===== config.mk =====
export PLATFORM = sky130hd
export DESIGN_NAME = adder_arbiter
export DESIGN_NICKNAME = d
export VERILOG_FILES = /design/src/rtl/adder_arbiter.sv
export SDC_FILE = /design/constraint.sdc
export NUM_CORES = 1
export LEC_CHECK = 0
export CORE_MARGIN = 2
export CORE_UTILIZATION = 65
export CTS_BUF_LIST = sky130_fd_sc_hd__clkbuf_4 sky130_fd_sc_hd__clkbuf_8
export CTS_CLUSTER_SIZE = 28
export DETAILED_ROUTE_END_ITERATION = 16
export DONT_BUFFER_PORTS = 1
export GPL_TIMING_DRIVEN = 0
export PLACE_DENSITY = 0.9
export REMOVE_ABC_BUFFERS = 1
export SLEW_MARGIN = 20
export SYNTH_ARGS = -nofsm -noshare
export SYNTH_HDL_FRONTEND = slang
export SYNTH_SLANG_ARGS = --single-unit

===== constraint.sdc =====
create_clock -name clk -period 6.49 [get_ports clk]
set_input_delay 0.9735 -clock clk [delete_from_list [all_inputs] [get_ports clk]]
set_output_delay 0.9735 -clock clk [all_outputs]
set_load 0.02 [all_outputs]

===== src/rtl/adder_arbiter.sv =====
// Two-requester arbiter sharing one 8-bit carry-lookahead adder, with a
// one-deep registered result slot and per-requester saturating grant counters.

module adder_arbiter_cla8 (
  input  logic [7:0] a,
  input  logic [7:0] b,
  input  logic       cin,
  output logic [7:0] sum,
  output logic       cout
);

  logic [7:0] gen_s;
  logic [7:0] prop_s;
  logic [2:0] c_lo_s;
  logic [2:0] c_hi_s;
  logic       c4_s;
  logic       c8_s;
  logic       grp_gen_lo_s;
  logic       grp_prop_lo_s;
  logic       grp_gen_hi_s;
  logic       grp_prop_hi_s;
  logic [7:0] carry_s;

  // Internal carries c1..c3 of a nibble, all in two-level lookahead form.
  function automatic logic [2:0] nibble_carries(input logic [3:0] g,
                                                input logic [3:0] p,
                                                input logic       ci);
    logic [2:0] c;
    c[0] = g[0] | (p[0] & ci);
    c[1] = g[1] | (p[1] & g[0]) | (p[1] & p[0] & ci);
    c[2] = g[2] | (p[2] & g[1]) | (p[2] & p[1] & g[0]) | (p[2] & p[1] & p[0] & ci);
    return c;
  endfunction

  function automatic logic group_gen(input logic [3:0] g, input logic [3:0] p);
    return g[3] | (p[3] & g[2]) | (p[3] & p[2] & g[1]) | (p[3] & p[2] & p[1] & g[0]);
  endfunction

  function automatic logic group_prop(input logic [3:0] p);
    return &p;
  endfunction

  assign gen_s         = a & b;
  assign prop_s        = a ^ b;
  assign grp_gen_lo_s  = group_gen(gen_s[3:0], prop_s[3:0]);
  assign grp_prop_lo_s = group_prop(prop_s[3:0]);
  assign grp_gen_hi_s  = group_gen(gen_s[7:4], prop_s[7:4]);
  assign grp_prop_hi_s = group_prop(prop_s[7:4]);

  // Second-level lookahead: nibble carries come from group generate/propagate.
  assign c4_s   = grp_gen_lo_s | (grp_prop_lo_s & cin);
  assign c8_s   = grp_gen_hi_s | (grp_prop_hi_s & grp_gen_lo_s)
                | (grp_prop_hi_s & grp_prop_lo_s & cin);
  assign c_lo_s = nibble_carries(gen_s[3:0], prop_s[3:0], cin);
  assign c_hi_s = nibble_carries(gen_s[7:4], prop_s[7:4], c4_s);

  assign carry_s = {c_hi_s, c4_s, c_lo_s, cin};
  assign sum     = prop_s ^ carry_s;
  assign cout    = c8_s;

endmodule

module adder_arbiter #(
  parameter int FAIR = 1
) (
  input  logic       clk,
  input  logic       rst_n,
  input  logic       req0_valid,
  output logic       req0_ready,
  input  logic [7:0] req0_a,
  input  logic [7:0] req0_b,
  input  logic       req0_cin,
  input  logic       req0_sub,
  input  logic       req1_valid,
  output logic       req1_ready,
  input  logic [7:0] req1_a,
  input  logic [7:0] req1_b,
  input  logic       req1_cin,
  input  logic       req1_sub,
  output logic       rsp_valid,
  input  logic       rsp_ready,
  output logic       rsp_id,
  output logic [7:0] rsp_sum,
  output logic       rsp_cout,
  output logic [7:0] gnt_cnt0,
  output logic [7:0] gnt_cnt1
);

  logic       slot_free_s;
  logic       ready0_s;
  logic       ready1_s;
  logic       gnt_idx_s;
  logic       accept_s;
  logic       ptr_r;
  logic [7:0] sel_a_s;
  logic [7:0] sel_b_s;
  logic       sel_cin_s;
  logic       sel_sub_s;
  logic [7:0] add_b_s;
  logic       add_cin_s;
  logic [7:0] add_sum_s;
  logic       add_cout_s;

  function automatic logic [7:0] sat_inc(input logic [7:0] cnt);
    return (cnt == 8'hFF) ? 8'hFF : (cnt + 8'd1);
  endfunction

  assign slot_free_s = !rsp_valid || rsp_ready;

  // Grant selection; nothing is granted while in reset or while the slot is blocked.
  always_comb begin
    ready0_s  = 1'b0;
    ready1_s  = 1'b0;
    gnt_idx_s = 1'b0;
    if (rst_n && slot_free_s) begin
      case ({req1_valid, req0_valid})
        2'b01: begin
          ready0_s  = 1'b1;
          gnt_idx_s = 1'b0;
        end
        2'b10: begin
          ready1_s  = 1'b1;
          gnt_idx_s = 1'b1;
        end
        2'b11: begin
          if ((FAIR != 0) && ptr_r) begin
            ready1_s  = 1'b1;
            gnt_idx_s = 1'b1;
          end else begin
            ready0_s  = 1'b1;
            gnt_idx_s = 1'b0;
          end
        end
        default: begin
          ready0_s  = 1'b0;
          ready1_s  = 1'b0;
          gnt_idx_s = 1'b0;
        end
      endcase
    end else begin
      ready0_s  = 1'b0;
      ready1_s  = 1'b0;
      gnt_idx_s = 1'b0;
    end
  end

  assign accept_s   = ready0_s | ready1_s;
  assign req0_ready = ready0_s;
  assign req1_ready = ready1_s;

  // Operand steering for the single shared adder.
  always_comb begin
    if (gnt_idx_s) begin
      sel_a_s   = req1_a;
      sel_b_s   = req1_b;
      sel_cin_s = req1_cin;
      sel_sub_s = req1_sub;
    end else begin
      sel_a_s   = req0_a;
      sel_b_s   = req0_b;
      sel_cin_s = req0_cin;
      sel_sub_s = req0_sub;
    end
  end

  // Subtraction is A + ~B + 1, so cout=1 means no borrow.
  assign add_b_s   = sel_sub_s ? ~sel_b_s : sel_b_s;
  assign add_cin_s = sel_sub_s ? 1'b1 : sel_cin_s;

  adder_arbiter_cla8 u_cla (
    .a    (sel_a_s),
    .b    (add_b_s),
    .cin  (add_cin_s),
    .sum  (add_sum_s),
    .cout (add_cout_s)
  );

  // Round-robin pointer: after an accept it names the requester that lost.
  always_ff @(posedge clk or negedge rst_n) begin
    if (!rst_n) begin
      ptr_r <= 1'b0;
    end else if (accept_s && (FAIR != 0)) begin
      ptr_r <= ~gnt_idx_s;
    end else begin
      ptr_r <= ptr_r;
    end
  end

  // One-deep result slot; reloads on accept, drains when consumed.
  always_ff @(posedge clk or negedge rst_n) begin
    if (!rst_n) begin
      rsp_valid <= 1'b0;
      rsp_sum   <= 8'h00;
      rsp_cout  <= 1'b0;
      rsp_id    <= 1'b0;
    end else if (accept_s) begin
      rsp_valid <= 1'b1;
      rsp_sum   <= add_sum_s;
      rsp_cout  <= add_cout_s;
      rsp_id    <= gnt_idx_s;
    end else if (rsp_valid && rsp_ready) begin
      rsp_valid <= 1'b0;
    end else begin
      rsp_valid <= rsp_valid;
    end
  end

  // Saturating per-requester accept counters.
  always_ff @(posedge clk or negedge rst_n) begin
    if (!rst_n) begin
      gnt_cnt0 <= 8'h00;
      gnt_cnt1 <= 8'h00;
    end else begin
      if (ready0_s) begin
        gnt_cnt0 <= sat_inc(gnt_cnt0);
      end else begin
        gnt_cnt0 <= gnt_cnt0;
      end
      if (ready1_s) begin
        gnt_cnt1 <= sat_inc(gnt_cnt1);
      end else begin
        gnt_cnt1 <= gnt_cnt1;
      end
    end
  end

endmodule


==> impl_results.md, run 1 <==
- Unrepaired setup endpoints after global routing: false
- Yosys warnings: 0
- Status: completed
- Stages on the worst setup path: 11
- Post-Syn Area: 2110 um^2
- Synth area leaders: dfrtp_1, nand2_1, ha_1
- Async SR Flop Fraction: 100%
- Post-synthesis register bit count: 28
- Critical Path AT: 4.09 ns
- Hold Buf Count CTS: 0
- First-pass GRT wire length: 6430 um
- Distinct cells, synth: 49
- H-tree depth: 1
- Register area share after synthesis: 33.2%
- Final std cells w/o fill: 283
- Iter 0 DRT Violations: 110
- Measured slew at the worst slew-check pin: 0.742 ns
- CP Capture Type: flop
- Peak supply drop: 0.109 mV
- Post-layout min period: 3.84 ns
- WL/cell: 14.4 um
- Layout area overhead: 3.20%
- CTS tree: built
- Max-cap violation count: 0
- Crit path launch: rsp_ready
- Cell taking the most area after synthesis: dfrtp_1
- Number of port buffers: 0
- Worst setup SP type: primary input
- Vias in the first global route: 1547
- Post-CTS Resized: 0
- GPL Wtd Cong: 0.867
- CTS Root Cell: clkbuf_4
- Slew Limit Fails: 0
- Leakage power: 0.998 nW
- Drt drc: 0
- Final WS setup: 2.65 ns
- Filler instances: 254
- Die Area: 3720 um^2
- Final Hold Viols: 0
- Max incr delay on CP: 0.49 ns
- Initial Utilization: 68.5%
- Drt first pass iters: 4
- Post-Place Cells: 279
- Flop-to-flop setup slack: 2.78 ns
- Max Freq: 261 MHz
- Clock Pin Slew Worst Setup and Hold Paths: 0.15 ns
- # setup viols final: 0
- Clk_skew: 0.00697 ns
- Worst reg2reg endpoint: rsp_sum[5]
- Most frequent cell after synthesis: nand2_1
- I/O pin cnt: 70
- Reg2Reg Depth: 11
- Die Height: 61.0 um
- Std cell rows: 20
- Vias: 1722
- FF-to-FF Start: rsp_valid
- Ratio of cells with drive above 1 in the final layout: 8.37%
- Primary FF master, synth: dfrtp_1
- Largest net degree at the start of global routing: 35
- Hold Slack: 0.299 ns
- DR vias/cell: 6.08
- Post-synth EDFFs: 0
- Worst Path Max Fanout: 24
- Post-DRT Antenna Nets: 0
- Core box area: 3080 um^2
- # diodes: 0
- Top delay family on crit path: simple AND/OR/NAND/NOR gates
- Power per standard cell area: 312 nW/um^2
- Total power: 0.000679 W
- Total global routing overflow: 0
- WP buf/inv: 2
- Crit-path cells: nand2b_1, nand4_4, inv_2, o21ai_1, ha_1, nand3_1, o31ai_4, inv_1, fa_1, xor2_1, o21ai_0
- CP endpoint: rsp_sum[5]
- Gate Count Post-Synth: 242
- Post-detail-place hpwl: 3120 um
- Final period util: 59.1%
- Slowest CP cell: inv_2
- Setup_tns: 0 ns
- Maximum buffer depth of the clock tree: 2
- Synth cell count leaders: nand2_1, dfrtp_1, xor2_1
- Drt total wl: 4090 um
- Post-layout nets: 293
- Worst-skew pair later-pin latency: 0.34 ns
- Clk sinks: 28
- Setup Fix Bufs, Post-CTS: 0
- Headroom to the max-slew limit: 50.3%
- Total Routing Usage GR: 22.9%
- Yosys top cell area share: 33.2%
- Initial antenna violation count: 0
- Syn Area/Cell: 8.72 um^2
- CP required: 6.75 ns
- WS Path Type: in -> reg
- Die Wd: 61.0 um
- Hold Path Class: in -> async
- Pre-CTS setup slack: 2.33 ns
- TritonCTS Buffers: 3
[placed cells by master, fill, tap and decap left out, types with 2 or more instances in the layout]
cell	netlist	routed
clkbuf_4	0	3
inv_2	2	2
mux2_1	2	2
xnor2_1	12	12
nand2_1	60	60
o211ai_2	2	2
nor2b_1	4	4
nor3b_1	2	2
a31oi_1	2	2
nor2_1	11	11
nand4_4	2	2
xor2_1	13	13
nand3_1	12	12
a21oi_1	5	5
o21ai_1	6	6
and3_1	2	2
nand4_1	5	5
o21ai_0	9	9
mux2i_1	5	5
fa_1	2	2
nor3_1	2	2
nand2b_1	4	4
o21a_1	3	3
inv_1	6	6
ha_1	10	10
dfrtp_1	28	28
o211ai_1	3	3
[where the power goes]
part / switching [W] / leakage (nW) / internal (W) / total [W]
Sequential: 0.000131 / 0.350 / 0.000226 / 0.000357
Clock: 0.0000530 / 0.0279 / 0.0000625 / 0.000116
Combinational: 0.000113 / 0.621 / 0.0000924 / 0.000206
Total: 0.000297 / 0.998 / 0.000381 / 0.000679
[per-stage QoR]
step	area, um^2	utilization [%]
after floorplan	2060	-
after global placement	2110	68.7
after detailed placement	2120	69.0
after CTS	2180	70.7
after global routing	2180	70.7
final	2180	70.7
[routing by layer]
metal	global-route usage, %	part of all wire, %
met5	0	0
met4	8.39	1.5
met3	3.41	6.9
met2	40.9	48
met1	27.9	43
[logic make-up (layout without fill, tap and decap cells)]
family                     count (synthesis)  count (layout)  share of synthesized area (%)
muxes                                      7               7                           3.44
buffers and inverters                     16              13                           3.85
adders and majority gates                 12              12                           7.83
xor gates and xnor gates                  25              25                           10.4
DFF                                       28              28                           33.2
AOI/OAI and AO/OA                         42              42                           15.0
and+or+nand+nor                          112             112                           26.3
[worst min path at each step]
stage           from          end  cells past startpoint
2_1_floorplan  ptr_r        ptr_r                      2
3_3_place_gp   ptr_r        ptr_r                      2
3_5_place_dp   ptr_r        ptr_r                      2
4_1_cts        rst_n  gnt_cnt1[5]                      0
5_1_grt        rst_n  gnt_cnt1[5]                      0
6_report       rst_n  gnt_cnt1[0]                      0
[state kept, by name, summed over array words and instances (netlist names)]
signal,cells
gnt_cnt0,8
rsp_valid,1
rsp_sum,8
rsp_cout,1
gnt_cnt1,8
rsp_id,1
ptr_r,1
[worst reg2reg max path, stage by stage (launching register included)]
cell and delay (ns):
dfrtp_1 0.49, nand2b_1 0.35, nand4_4 0.36, inv_2 0.49, o21ai_1 0.14, ha_1 0.42
nand3_1 0.15, o31ai_4 0.38, inv_1 0.10, fa_1 0.38, xor2_1 0.17, o21ai_0 0.20
[layout make-up]
| cell class | count | area (um^2) | share of cell area, % |
|---|---|---|---|
| Clock buffer | 3 | 22.5 | 1.03 |
| Timing Repair Buffer | 1 | 11.3 | 0.517 |
| Inverter | 8 | 30.0 | 1.38 |
| Sequential cell | 28 | 701 | 32.2 |
| Tap cell | 44 | 55.1 | 2.53 |
| Multi-Input combinational cell | 198 | 1330 | 61.0 |
| Clock inverter | 1 | 30.0 | 1.38 |
Note: power is estimated with default switching activity, not from simulation.
==> run 2, diff against run 1 <==
- clock period: 6.49 -> 3.8 ns (I/O delays scaled with it)
==> impl_results.md, run 2 (synthesis gave the netlist of run 1 again) <==
- Headroom to the max-slew limit: 50.4%
- CTS Root Cell: clkbuf_4
- Die Wd: 61.0 um
- Post-DP Area: 2120 um^2
- Peak supply drop: 0.187 mV
- Post-layout min period: 3.51 ns
- DR vias/cell: 6.08
- Critical Path AT: 3.77 ns
- CP Capture Type: flop
- Number of port buffers: 0
- Clk sinks: 28
- Storage cell area: 701 um^2
- Maximum buffer depth of the clock tree: 2
- Final period util: 92.4%
- WL/cell: 14.6 um
- I/O pin cnt: 70
- Post-layout nets: 295
- Filler instances: 246
- Setup Fix Bufs, Post-CTS: 0
- Post-detail-place hpwl: 3120 um
- Largest net degree at the start of global routing: 29
- Commonest cells after routing, fill and taps aside: nand2_1, dfrtp_1, xor2_1
- Worst-skew pair later-pin latency: 0.34 ns
- Slowest CP cell: dfrtp_1
- Crit-path cells: nand2b_1, nand4_4, inv_6, o21ai_1, ha_1, nand3_1, o31ai_4, inv_1, fa_1, xor2_1, o21ai_0
- Vias in the first global route: 1550
- Initial Utilization: 68.5%
- Max incr delay on CP: 0.49 ns
- Measured slew at the worst slew-check pin: 0.740 ns
- Max Freq: 285 MHz
- Clk_skew: 0.00721 ns
- Hold Path Class: in -> reg
- Total global routing overflow: 0
- Unrepaired setup endpoints after global routing: false
- CTS tree: built
- WS Path Type: reg -> reg
- Initial antenna violation count: 0
- Std cell rows: 20
- GPL Wtd Cong: 0.867
- Total Routing Usage GR: 23.2%
- Ratio of cells with drive above 1 in the final layout: 8.71%
- Largest regs: gnt_cnt0 (8), gnt_cnt1 (8), rsp_sum (8)
- Iter 0 DRT Violations: 107
- Die Area: 3720 um^2
- Clock Pin Slew Worst Setup and Hold Paths: 0.15 ns
- Leakage power: 1.01 nW
- Final Hold Viols: 0
- Hold Startpoint: rst_n
- Slew Limit Fails: 0
- Area of the multi-input gates: 1330 um^2
- Drt drc: 0
- Worst setup SP type: flop
- Die Height: 61.0 um
- Vias: 1734
- Status: completed
- Most common cell after layout, fill and taps aside: nand2_1
- Design area: 2210 um^2
- Drt first pass iters: 4
- # diodes: 0
- # setup viols final: 0
- Crit path launch: rsp_valid
- Core box area: 3080 um^2
- H-tree depth: 1
- Setup_tns: 0 ns
- Max-cap violation count: 0
- Drt total wl: 4150 um
- TritonCTS Buffers: 3
- Post-DRT Antenna Nets: 0
- Worst Path Max Fanout: 24
- FF-to-FF Start: rsp_valid
- Power per standard cell area: 529 nW/um^2
- Layout area overhead: 4.86%
- First-pass GRT wire length: 6490 um
- CP required: 4.06 ns
==> run 2: cell count changes in the layout (fill, tap and decap cells not counted) <==
cell	delta
buf_12	+1
dlygate4sd3_1	+1
inv_2	-1
inv_6	+1
==> run 2: timing repair <==
action                     in CTS  in global routing
resized for setup               0                  3
setup endpoints to repair       0                  1
hold buffers                    1                  1
hold endpoints to repair       28                 16
==> run 2: worst paths after layout <==
kind | slack [ns] | cells past startpoint | to
worst max-delay path | 0.29 | 11 | rsp_sum[5]
worst min-delay path | 0.43 | 2 | ptr_r
worst max register to register | 0.29 | 11 | rsp_sum[5]
worst min register to register | 0.52 | 2 | ptr_r
max in group asynchronous | 2.99 | 2 | gnt_cnt0[0]
min in group asynchronous | 0.65 | 2 | gnt_cnt1[5]
==> run 2: area by class of cell <==
| cell class | instances | area share [%] |
|---|---|---|
| Clock buffer | 3 | 1.02 |
| Timing Repair Buffer | 3 | 1.87 |
| Clock inverter | 1 | 1.36 |
| Tap cell | 44 | 2.49 |
| Multi-Input combinational cell | 198 | 60.0 |
| Sequential cell | 28 | 31.7 |
| Inverter | 8 | 1.58 |
==> run 2: through the flow <==
stage	utilization (%)	hold slack [ns]	worst slack, ns	std cells	power (W)
6_report	71.9	0.428	0.290	285	0.00117
5_1_grt	71.9	0.435	0.0316	285	0.00125
4_1_cts	71.4	0.0168	0.106	284	0.00117
3_5_place_dp	69.0	0.275	0.0431	279	0.000968
3_3_place_gp	68.7	0.275	0.105	278	0.000948
2_1_floorplan	-	0.274	0.531	234	0.000886
==> run 2: critical path, delay by kind of cell (launching register included) <==
kind | cells | cell delay [ns]
XOR/XNOR | 1 | 0.17
adder cells (fa/ha/maj) | 2 | 0.78
buffers and inverters | 2 | 0.41
AND/OR/NAND/NOR | 3 | 0.88
flip-flops | 1 | 0.49
AO/OA/AOI/OAI | 3 | 0.68
==> run 2: layer usage <==
layer  wire [um]  vias to the layer above  track usage (%)
li1            -                      834                -
met1        1780                      820             28.0
met2        2030                       75             41.6
met3         274                        5             3.41
met4          62                        0             8.39
met5           0                        -                0
==> run 2: report_power, final <==
part | total (W) | switching (W) | internal [W]
clock | 0.000198 | 0.0000915 | 0.000107
sequential | 0.000611 | 0.000224 | 0.000387
combinational | 0.000361 | 0.000200 | 0.000161
total | 0.00117 | 0.000515 | 0.000654
==> run 3, diff against run 2 <==
- clock period: 3.8 -> 4.19 ns (I/O delays scaled with it)
==> impl_results.md, run 3 (synthesis gave the netlist of run 1 again) <==
- Layout area overhead: 4.15%
- H-tree depth: 1
- Clk sinks: 28
- Max Freq: 269 MHz
- Post-DRT Antenna Nets: 0
- Reg2Reg Depth: 11
- Status: completed
- Ratio of cells with drive above 1 in the final layout: 8.75%
- Clk_skew: 0.00633 ns
- Initial Utilization: 68.5%
- Max-cap violation count: 0
- Final Hold Viols: 0
- Measured slew at the worst slew-check pin: 0.741 ns
- Peak supply drop: 0.169 mV
- Drt first pass iters: 4
- Final period util: 88.6%
- Vias: 1718
- First-pass GRT wire length: 6490 um
- Post-layout nets: 294
- Die Area: 3720 um^2
- CP endpoint: rsp_sum[5]
- CP Capture Type: flop
- Die Height: 61.0 um
- TritonCTS Buffers: 3
- Drt drc: 0
- Slew Limit Fails: 0
- I/O pin cnt: 70
- Filler instances: 252
- Leakage power: 1.01 nW
- Total global routing overflow: 0
- Largest net degree at the start of global routing: 29
- Initial antenna violation count: 0
- Worst Path Max Fanout: 24
- Total power: 0.00106 W
- Vias in the first global route: 1550
- Critical Path AT: 3.97 ns
- Total Routing Usage GR: 23.2%
- Commonest cells after routing, fill and taps aside: nand2_1, dfrtp_1, xor2_1
- Post-layout min period: 3.71 ns
- Clock Pin Slew Worst Setup and Hold Paths: 0.15 ns
- Crit-path cells: nand2b_1, nand4_4, inv_2, o21ai_1, ha_1, nand3_1, o31ai_4, inv_1, fa_1, xor2_1, o21ai_0
- CTS Root Cell: clkbuf_4
- CP required: 4.45 ns
- Worst-skew pair later-pin latency: 0.34 ns
- WL/cell: 14.5 um
- Slowest CP cell: dfrtp_1
- Setup Fix Bufs, Post-CTS: 0
- Std cell rows: 20
- GPL Wtd Cong: 0.867
- FF-to-FF Start: rsp_valid
- Worst setup SP type: flop
- WS Path Type: reg -> reg
- Max incr delay on CP: 0.49 ns
- Core box area: 3080 um^2
- Largest regs: gnt_cnt0 (8), gnt_cnt1 (8), rsp_sum (8)
- Maximum buffer depth of the clock tree: 2
- Flop-to-flop setup slack: 0.48 ns
- Headroom to the max-slew limit: 50.4%
- DR vias/cell: 6.05
- Crit path launch: rsp_valid
- Hold Path Class: in -> async
- Stages on the worst setup path: 11
- Unrepaired setup endpoints after global routing: false
- Top delay family on crit path: simple AND/OR/NAND/NOR gates
- Drt total wl: 4130 um
- Iter 0 DRT Violations: 93
- # setup viols final: 0
- WP buf/inv: 2
- Worst reg2reg endpoint: rsp_sum[5]
- Power per standard cell area: 482 nW/um^2
- Die Wd: 61.0 um
- # diodes: 0
- Number of port buffers: 0
- Setup_tns: 0 ns
- Post-detail-place hpwl: 3120 um
- CTS tree: built
- Most common cell after layout, fill and taps aside: nand2_1
==> run 3: cell types whose count changed in the layout (fill, tap and decap cells not counted) <==
cell,previous run,this run
inv_2,1,2
inv_6,1,0
dlygate4sd3_1,1,0
==> run 3: area by class of cell <==
cell class	count	area [um^2]	share of cell area, %
repair buffers	2	31.3	1.42
inverters	8	30.0	1.37
flip-flops and latches	28	701	31.9
well taps	44	55.1	2.51
clock buffers	3	22.5	1.03
multi-input cells	198	1330	60.4
clock inverters	1	30.0	1.37
==> run 3: worst min-delay path by stage <==
stage / endpoint / slack [ns] / cells after the start
finish: gnt_cnt1[0] / 0.08 / 1
global route: gnt_cnt1[5] / 0.05 / 1
CTS: gnt_cnt1[5] / 0.08 / 1
detailed placement: gnt_cnt1[5] / 0.33 / 0
global placement: gnt_cnt1[5] / 0.33 / 0
floorplan: gnt_cnt0[0] / 0.33 / 0
==> run 3: power breakdown <==
group / total (W) / internal [W] / switching (W)
Sequential: 0.000554 / 0.000351 / 0.000203
Combinational: 0.000325 / 0.000145 / 0.000180
Clock: 0.000179 / 0.0000969 / 0.0000823
==> run 3: per-stage QoR <==
step	hold slack [ns]	util, %	cell area, um^2	std cells	setup WS, ns
3_3_place_gp	0.334	68.7	2110	278	0.437
2_1_floorplan	0.333	-	2060	234	0.862
5_1_grt	0.0514	71.4	2200	284	0.211
3_5_place_dp	0.334	69.0	2120	279	0.375
6_report	0.0786	71.4	2200	284	0.477
4_1_cts	0.0753	71.4	2200	284	0.496
==> run 3: layer usage <==
layer,vias to the layer above,routed length (um),share of wire (%),GRT usage (%)
li1,830,-,-,-
met1,811,1780,43,28.0
met2,72,1980,48,41.6
met3,5,297,7.2,3.41
met4,0,60,1.5,8.39
met5,-,0,0,0
==> run 3: timing repair <==
action | in CTS | in global routing
endpoints found under the hold margin | 28 | 0
hold buffers | 1 | 0
gates resized for setup | 0 | 0
